`src/rtl/sdram_arb_pkg.sv`:
```
// Shared types and defaults for the SDRAM APB arbiter: FSM state encoding,
// default widths and the timeout counter width helper.
package sdram_arb_pkg;

  typedef enum logic [1:0] {
    IDLE,
    SETUP,
    ACCESS,
    RESP
  } arb_state_e;

  localparam int unsigned DEF_NUM_REQ        = 4;
  localparam int unsigned DEF_ADDR_W         = 16;
  localparam int unsigned DEF_DATA_W         = 16;
  localparam int unsigned DEF_TIMEOUT_CYCLES = 64;

  // Counter must be able to hold the terminal value itself.
  function automatic int unsigned to_cnt_w(input int unsigned timeout);
    return $clog2(timeout + 1);
  endfunction

endpackage

```
`src/rtl/sdram_rr_pick.sv`:
```
// Combinational round-robin selector: first asserted request after ptr_i,
// wrapping modulo NUM_REQ. The pointer register is owned by the parent.
module sdram_rr_pick
  import sdram_arb_pkg::*;
#(
  parameter int unsigned NUM_REQ = DEF_NUM_REQ,
  parameter int unsigned IDX_W   = $clog2(NUM_REQ)
) (
  input  logic [NUM_REQ-1:0] req_i,
  input  logic [IDX_W-1:0]   ptr_i,
  output logic [NUM_REQ-1:0] grant_o,
  output logic [IDX_W-1:0]   idx_o,
  output logic               any_o
);

  logic [IDX_W-1:0] cand;

  always_comb begin
    grant_o = '0;
    idx_o   = '0;
    any_o   = 1'b0;
    cand    = '0;
    for (int unsigned k = 1; k <= NUM_REQ; k++) begin
      cand = IDX_W'((32'(ptr_i) + k) % NUM_REQ);
      if (!any_o && req_i[cand]) begin
        any_o         = 1'b1;
        grant_o[cand] = 1'b1;
        idx_o         = cand;
      end
    end
  end

endmodule

```
`src/rtl/sdram_apb_arbiter.sv`:
```
// Round-robin arbiter sharing one APB master port among NUM_REQ requesters.
// Optional ACCESS-phase timeout enabled by defining SDRAM_ARB_TIMEOUT_EN.
module sdram_apb_arbiter
  import sdram_arb_pkg::*;
#(
  parameter int unsigned NUM_REQ        = DEF_NUM_REQ,
  parameter int unsigned ADDR_W         = DEF_ADDR_W,
  parameter int unsigned DATA_W         = DEF_DATA_W,
  parameter int unsigned TIMEOUT_CYCLES = DEF_TIMEOUT_CYCLES
) (
  input  logic                      pclk,
  input  logic                      presetn,
  input  logic [NUM_REQ-1:0]        req_valid,
  output logic [NUM_REQ-1:0]        req_ready,
  input  logic [NUM_REQ-1:0]        req_write,
  input  logic [NUM_REQ*ADDR_W-1:0] req_addr,
  input  logic [NUM_REQ*DATA_W-1:0] req_wdata,
  output logic [NUM_REQ-1:0]        rsp_valid,
  output logic [DATA_W-1:0]         rsp_rdata,
  output logic                      rsp_err,
  output logic                      m_psel,
  output logic                      m_penable,
  output logic                      m_pwrite,
  output logic [ADDR_W-1:0]         m_paddr,
  output logic [DATA_W-1:0]         m_pwdata,
  input  logic [DATA_W-1:0]         m_prdata,
  input  logic                      m_pready
);

  localparam int unsigned IDX_W = $clog2(NUM_REQ);

  arb_state_e          state_q, state_d;
  logic [IDX_W-1:0]    ptr_q, ptr_d;
  logic [IDX_W-1:0]    g_q, g_d;
  logic                psel_q, psel_d;
  logic                penable_q, penable_d;
  logic                pwrite_q, pwrite_d;
  logic [ADDR_W-1:0]   paddr_q, paddr_d;
  logic [DATA_W-1:0]   pwdata_q, pwdata_d;
  logic [NUM_REQ-1:0]  rsp_valid_q, rsp_valid_d;
  logic [DATA_W-1:0]   rsp_rdata_q, rsp_rdata_d;

  logic [NUM_REQ-1:0]  grant;
  logic [IDX_W-1:0]    idx;
  logic                any_req;
  logic [ADDR_W-1:0]   sel_addr;
  logic [DATA_W-1:0]   sel_wdata;
  logic                sel_write;

  sdram_rr_pick #(
    .NUM_REQ (NUM_REQ),
    .IDX_W   (IDX_W)
  ) u_pick (
    .req_i   (req_valid),
    .ptr_i   (ptr_q),
    .grant_o (grant),
    .idx_o   (idx),
    .any_o   (any_req)
  );

  always_comb begin
    sel_addr  = '0;
    sel_wdata = '0;
    sel_write = 1'b0;
    for (int unsigned i = 0; i < NUM_REQ; i++) begin
      if (grant[i]) begin
        sel_addr  = req_addr[i*ADDR_W +: ADDR_W];
        sel_wdata = req_wdata[i*DATA_W +: DATA_W];
        sel_write = req_write[i];
      end
    end
  end

  // Gated by presetn so every output reads 0 while reset is held.
  assign req_ready = (presetn && state_q == IDLE) ? grant : '0;

`ifdef SDRAM_ARB_TIMEOUT_EN
  localparam int unsigned CNT_W = to_cnt_w(TIMEOUT_CYCLES);
  logic [CNT_W-1:0] cnt_q, cnt_d;
  logic             rsp_err_q, rsp_err_d;
  assign rsp_err = rsp_err_q;
`else
  assign rsp_err = 1'b0;
`endif

  always_comb begin
    state_d     = state_q;
    ptr_d       = ptr_q;
    g_d         = g_q;
    psel_d      = psel_q;
    penable_d   = penable_q;
    pwrite_d    = pwrite_q;
    paddr_d     = paddr_q;
    pwdata_d    = pwdata_q;
    rsp_valid_d = '0;
    rsp_rdata_d = rsp_rdata_q;
`ifdef SDRAM_ARB_TIMEOUT_EN
    cnt_d       = cnt_q;
    rsp_err_d   = 1'b0;
`endif
    unique case (state_q)
      IDLE: begin
        if (any_req) begin
          ptr_d    = idx;
          g_d      = idx;
          paddr_d  = sel_addr;
          pwdata_d = sel_wdata;
          pwrite_d = sel_write;
          psel_d   = 1'b1;
          state_d  = SETUP;
        end
      end
      SETUP: begin
        penable_d = 1'b1;
        state_d   = ACCESS;
`ifdef SDRAM_ARB_TIMEOUT_EN
        cnt_d     = '0;
`endif
      end
      ACCESS: begin
        if (m_pready) begin
          psel_d             = 1'b0;
          penable_d          = 1'b0;
          rsp_valid_d[g_q]   = 1'b1;
          rsp_rdata_d        = pwrite_q ? '0 : m_prdata;
          state_d            = RESP;
        end
`ifdef SDRAM_ARB_TIMEOUT_EN
        else begin
          cnt_d = cnt_q + 1'b1;
          if (cnt_d == CNT_W'(TIMEOUT_CYCLES)) begin
            psel_d           = 1'b0;
            penable_d        = 1'b0;
            rsp_valid_d[g_q] = 1'b1;
            rsp_rdata_d      = '0;
            rsp_err_d        = 1'b1;
            state_d          = RESP;
          end
        end
`endif
      end
      RESP:    state_d = IDLE;
      default: state_d = IDLE;
    endcase
  end

  always_ff @(posedge pclk or negedge presetn) begin
    if (!presetn) begin
      state_q     <= IDLE;
      ptr_q       <= IDX_W'(NUM_REQ - 1);
      g_q         <= '0;
      psel_q      <= 1'b0;
      penable_q   <= 1'b0;
      pwrite_q    <= 1'b0;
      paddr_q     <= '0;
      pwdata_q    <= '0;
      rsp_valid_q <= '0;
      rsp_rdata_q <= '0;
`ifdef SDRAM_ARB_TIMEOUT_EN
      cnt_q       <= '0;
      rsp_err_q   <= 1'b0;
`endif
    end else begin
      state_q     <= state_d;
      ptr_q       <= ptr_d;
      g_q         <= g_d;
      psel_q      <= psel_d;
      penable_q   <= penable_d;
      pwrite_q    <= pwrite_d;
      paddr_q     <= paddr_d;
      pwdata_q    <= pwdata_d;
      rsp_valid_q <= rsp_valid_d;
      rsp_rdata_q <= rsp_rdata_d;
`ifdef SDRAM_ARB_TIMEOUT_EN
      cnt_q       <= cnt_d;
      rsp_err_q   <= rsp_err_d;
`endif
    end
  end

  assign m_psel    = psel_q;
  assign m_penable = penable_q;
  assign m_pwrite  = pwrite_q;
  assign m_paddr   = paddr_q;
  assign m_pwdata  = pwdata_q;
  assign rsp_valid = rsp_valid_q;
  assign rsp_rdata = rsp_rdata_q;

endmodule

```
`config.mk`:
```
export PLATFORM = sky130hd
export DESIGN_NAME = sdram_apb_arbiter
export DESIGN_NICKNAME = d
export VERILOG_FILES = /design/src/rtl/sdram_arb_pkg.sv /design/src/rtl/sdram_rr_pick.sv /design/src/rtl/sdram_apb_arbiter.sv
export SDC_FILE = /design/constraint.sdc
export NUM_CORES = 1
export LEC_CHECK = 0
export BUFFER_PORTS_ARGS = -buffer_cell sky130_fd_sc_hd__buf_2
export CORE_ASPECT_RATIO = 0.7
export CORE_MARGIN = 2
export CORE_UTILIZATION = 45
export DETAILED_ROUTE_END_ITERATION = 10
export GPL_TIMING_DRIVEN = 0
export PLACE_DENSITY = 0.78
export SETUP_SLACK_MARGIN = 0.02
export SYNTH_ARGS = -nofsm -noshare
export SYNTH_HDL_FRONTEND = slang
export SYNTH_SLANG_ARGS = --single-unit
```
`constraint.sdc`:
```
create_clock -name pclk -period 3.86 [get_ports pclk]
set_input_delay 0.579 -clock pclk [delete_from_list [all_inputs] [get_ports pclk]]
set_output_delay 0.579 -clock pclk [all_outputs]
set_load 0.05 [all_outputs]
```
After elaboration in Yosys (flattened, before gate mapping):

Index checks and enable logic that the tools add are counted.

* memory bits (read-only): 0
* register bits: 61
* logic and storage cells: 105
* memory bits (writable): 0
* bits in latches: 0
* input bits: 155
* memories: 0

* multiply operators: 0
* shifts and indexed selects: 0
* reductions and logical operators: 20
* $lt $le $gt $ge: 10
* bitwise operators: 3
* divide/modulo/power cells: 0
* muxes and demuxes: 53
* equal/unequal tests: 5
* add/sub/neg operators: 4

Operators with widths (count)
* 2-to-1 mux 16 bit: 9
* 2-to-1 mux 4 bit: 7
* 2-to-1 mux 1 bit: 19
* < comparator 2 x 3 -> 1 bit, second input constant: 5
* 2-to-1 mux 2 bit: 6
* OR 4 bit: 3
* demux 1 bit (select 2 bit): 5
* greater-or-equal comparator 2 x 1 -> 1 bit, second input constant: 5
* logical AND 1 bit: 9
* binary-select mux 1 bit (select 2 bit): 4
* case mux 2 bit (4 select lines): 1
* AND reduction 2 bit: 4
* adder 2 x 1 -> 2 bit, second input constant: 2
* adder 2 bit, second input constant: 2
* == test 2 bit, second input constant: 2
* inequality test 2 bit, second input constant: 2
* case mux 1 bit (2 select lines): 2
* nonzero test 2 bit: 2
* logical NOT 1 bit: 3
* AND reduction 3 bit: 1
* == test 2 x 1 -> 1 bit, second input constant: 1
* logical NOT 2 bit: 1

Logic depth before layout (Yosys ltp):

* word-level depth: 17
* gate-level depth with buffers: 12

Cells and area by module:

Synthesis repeated with hierarchy kept, for this count alone.

* cell total of the unflattened synthesis: 433
* area total of the unflattened synthesis: 4105.2 um^2

Modules (own cells, without submodules)
* sdram_apb_arbiter: area each 3475.8 um^2, cells each 347, instances 1
* sdram_rr_pick: area each 629.4 um^2, cells each 86, instances 1

Least setup slack after synthesis:

Ideal clock, no wire load.

* kind: flip-flop to output port
* start: register ptr_q[0]
* end: output req_ready[1]
* path buffers: 4
* arrival: 3232 ps
* cell stages (with the launch flop): 12
* path slack: 49 ps
* cells stage by stage: dfstp_2 > buf_2 > inv_1 > ha_1 > mux4_2 > buf_2 > nor2b_1 > a21oi_1 > or2_1 > buf_2 > buf_6 > nor2b_1

* cells in the longest elaborated chain, start to end: 14

Ends and longest elaborated chain
* from (decl): line sdram_apb_arbiter.sv:33 `logic [IDX_W-1:0] ptr_q, ptr_d;`
* from (signal assigned): line sdram_apb_arbiter.sv:150 `ptr_q <= IDX_W'(NUM_REQ - 1);`
* from (signal assigned): line sdram_apb_arbiter.sv:165 `ptr_q <= ptr_d;`
* parallel branches: the longest is 12 deep, another holds < comparator 2 x 3 -> 1 bit
* 2-to-1 mux 4 bit (*): line sdram_rr_pick.sv:25 `if (!any_o && req_i[cand]) begin`
* 2-to-1 mux 4 bit (*): line sdram_apb_arbiter.sv:75 `assign req_ready = (presetn && state_q == IDLE) ? grant : '0;`
* to (decl): line sdram_apb_arbiter.sv:14 `output logic [NUM_REQ-1:0] req_ready,`

Mark *: on every way between the ends. The select of a mux whose other input is x is not followed.

Final worst setup path:

* start: register ptr_q[1]
* end: output req_ready[1]

The elaborated chain is that of the path after synthesis.

==> flow_metrics.py <==
metrics = {
    "placement": {
        "place.gp.congestion": 0.8567,
        "dp_hpwl_um": 9702,
        "place_ws_ns": -0.01039,
        "port_buffers": 211,
    },
    "timing": {
        "final-max-slew-violation-count": 0,
        "worst_pin_slew_ns": 1.009,
        "fin_crit_sh_pct": 96.58,
        "hold_viol": 0,
        "fmax_mhz": 268.2,
        "rsz0062_at_grt": "no",
        "setup_ws_ns": 0.1318,
        "period_needed_ns": 3.728,
        "setup_violations": 0,
        "maxSlewHeadroom_pct": 32.08,
        "fin_skew_ns": 0.004710,
    },
    "drt": {
        "routed_wl_um": 12890,
        "vias_per_cell": 5.555,
        "drt-pass1-iter-count": 4,
        "vias": 4222,
        "wl_per_cell_um": 16.96,
        "drt_iter0_markers": 223,
        "drc_errors": 0,
        "antenna_left": 0,
    },
    "finish": {
        "area.growth.synth_to_final_pct": 41.50,
        "num_antenna_cells": 0,
        "fin_util_pct": 65.63,
        "drive_above_1_share_pct": 43.59,
        "fin_nets": 802,
    },
    "synthesis": {
        "ys.flop_type": "dfrtp_1",
        "yosys.area_share.simple_pct": 12.49,
        "synth_area_per_cell_sq_um": 9.599,
        "synthCells": 408,
        "synth_edf_count": 0,
        "synth_top_family_by_area": "compound AO/OA/AOI/OAI gates",
        "yosys-top-cells-area": "dfrtp_1 38%, a2bb2oi_1 7.4%, o211ai_1 6.3%",
        "synth_mux_area_share_pct": 2.300,
        "yosysUniqueCellTypes": 46,
        "ys_ff_latch": 61,
        "syn_nets": 575,
        "yosysWarnings": 0,
        "seq_area_frac_synth_pct": 39.04,
        "synth-compound-area-share_pct": 35.37,
        "synth-adder-area-share_pct": 3.834,
        "synth_top_area_share_pct": 37.70,
        "synth_xor_area_share_pct": 0.4473,
        "yosys.area.top_type": "dfrtp_1",
        "synthArstFlopShare_pct": 100.0,
        "synth_area_sq_um": 3916,
    },
    "min_path": {
        "hold_path_class": "primary input to asynchronous set/reset pin",
    },
    "die": {
        "die_w_um": 115.5,
        "start_util_pct": 46.38,
        "core_sq_um": 8443,
        "dieArea_sq_um": 9477,
        "num_io_pins": 215,
        "die_y_um": 82.05,
        "rows": 28,
    },
    "power": {
        "peakVddDrop_uv": 682.3,
        "leakage_nw": 2.635,
        "pwr_density_cell_nw_per_um2": 1203,
    },
    "global_route": {
        "grt_overflow": 0,
        "grt_pass1_vias": 4074,
        "grt_max_degree": 33,
        "antenna_found_initial": 0,
        "grt_pass1_wl_um": 19680,
        "grt.total_usage_pct": 26.93,
    },
    "run_status": {
        "run_status": "complete, no violations",
    },
    "critical_path": {
        "crit_fanout": 11,
        "arrival_ns": 3.15,
        "startpoint_type": "register",
        "crit_required_ns": 3.28,
        "end_kind": "output pin",
        "critPathKind": "register to output pin",
    },
    "clock_tree": {
        "clk_path_buf_depth": 2,
        "htree_levels": 3,
        "cts_buffers": 9,
        "cts_root_buffer": "clkbuf_16",
        "cts-hold-fix-buffers": 0,
        "clk_pin_slew_ns": 0.05,
        "clkLatencyLatePin_ns": 0.33,
        "clkSinkCount": 61,
        "cts_tree": "done",
    },
    "flow_run": {
        "max_cap_viol_count": 0,
    },
}
[cell families after synthesis]
kind of cell,count (synthesis)
and+or+nand+nor,102
adders and majority gates,12
other,1
DFF,61
muxes,5
AOI/OAI and AO/OA,178
xor gates and xnor gates,2
buffers and inverters,47
[critical path: stages (launching register included)]
cell and delay (ns):
dfstp_2 0.66, inv_1 0.20, ha_4 0.33, mux4_2 0.55, nand3b_1 0.15, a21oi_2 0.09
or2_1 0.21, buf_4 0.17, buf_6 0.15, nor2b_1 0.13, buf_4 0.19
[path summary, 6_finish.rpt]
kind / slack [ns] / cells after the start / start / end
min reg2reg: 0.48 / 2 / rsp_rdata[3]$_DFFE_PN0P_ / rsp_rdata[3]$_DFFE_PN0P_
max reg2reg: 0.66 / 10 / ptr_q[1]$_DFFE_PN1P_ / m_paddr[8]$_DFFE_PN0P_
max: 0.13 / 10 / ptr_q[1]$_DFFE_PN1P_ / req_ready[1]
max in group asynchronous: 2.92 / 2 / presetn / m_paddr[6]$_DFFE_PN0P_
min in group pclk: 0.48 / 2 / rsp_rdata[3]$_DFFE_PN0P_ / rsp_rdata[3]$_DFFE_PN0P_
min: 0.31 / 1 / presetn / rsp_rdata[0]$_DFFE_PN0P_
[repair_timing]
item / 4_1_cts / 5_1_grt
setup buffers: 4 / 0
endpoints found under the setup margin: 3 / 1
gates resized for setup: 6 / 1
[sequential cells by signal (all words and copies together), names as in the netlist, 2 cells and up]
name	count
m_pwdata	16
m_paddr	16
rsp_valid	4
ptr_q	2
rsp_rdata	16
state_q	2
g_q	2
[through the flow]
stage,cells,power [mW],hold WS (ns),setup TNS (ns),area [sq um]
2_1_floorplan,408,4.540,0.2834,0,3916
3_5_place_dp,740,5.616,0.4706,-0.01039,5142
4_1_cts,760,6.662,0.3217,0,5539
6_report,760,6.667,0.3082,0,5542
5_1_grt,760,7.094,0.3637,0,5542
3_3_place_gp,739,5.515,0.4588,-0.01322,5122
[final cells by class]
type | count | area [sq um]
multi-input combinational | 300 | 2152
fill | 707 | 2902
clock buffer | 10 | 229.0
tap | 120 | 150.1
clock inverter | 6 | 111.4
sequential | 61 | 1529
buffer | 40 | 235.2
timing repair buffer | 216 | 1109
inverter | 7 | 26.28
[Yosys cell counts (12+ instances only)]
cell        n
a221oi_1   20
a221oi_2   14
a2bb2oi_1  33
buf_2      12
clkbuf_1   19
dfrtp_1    59
ha_1       12
nand2_1    57
nand2b_1   17
o211ai_1   33
o21ai_0    23
o21ai_1    30
[placed cells by master, fill, tap and decap left out, types with 9 or more instances in the layout]
master,count
buf_2,218
dfrtp_1,59
nand2_1,57
o211ai_1,33
a2bb2oi_1,33
o21ai_1,30
o21ai_0,23
clkbuf_1,20
a221oi_1,20
nand2b_1,17
a221oi_2,14
ha_1,11
buf_4,10
clkbuf_16,9
[routing by layer]
metal	global-route usage, %	part of all wire (%)	vias to the layer above
li1	-	-	2005
met1	32.24	41	2033
met2	45.67	49	167
met3	9.077	8.0	17
met4	9.398	1.5	0
met5	0	0	-
[power by group]
group          switching, mW  internal (mW)  total [mW]
clock                  0.293          0.630       0.923
combinational           2.95           1.66        4.62
sequential             0.178          0.948        1.13
total                   3.42           3.24        6.67
Power figures use the tool's default switching activity.
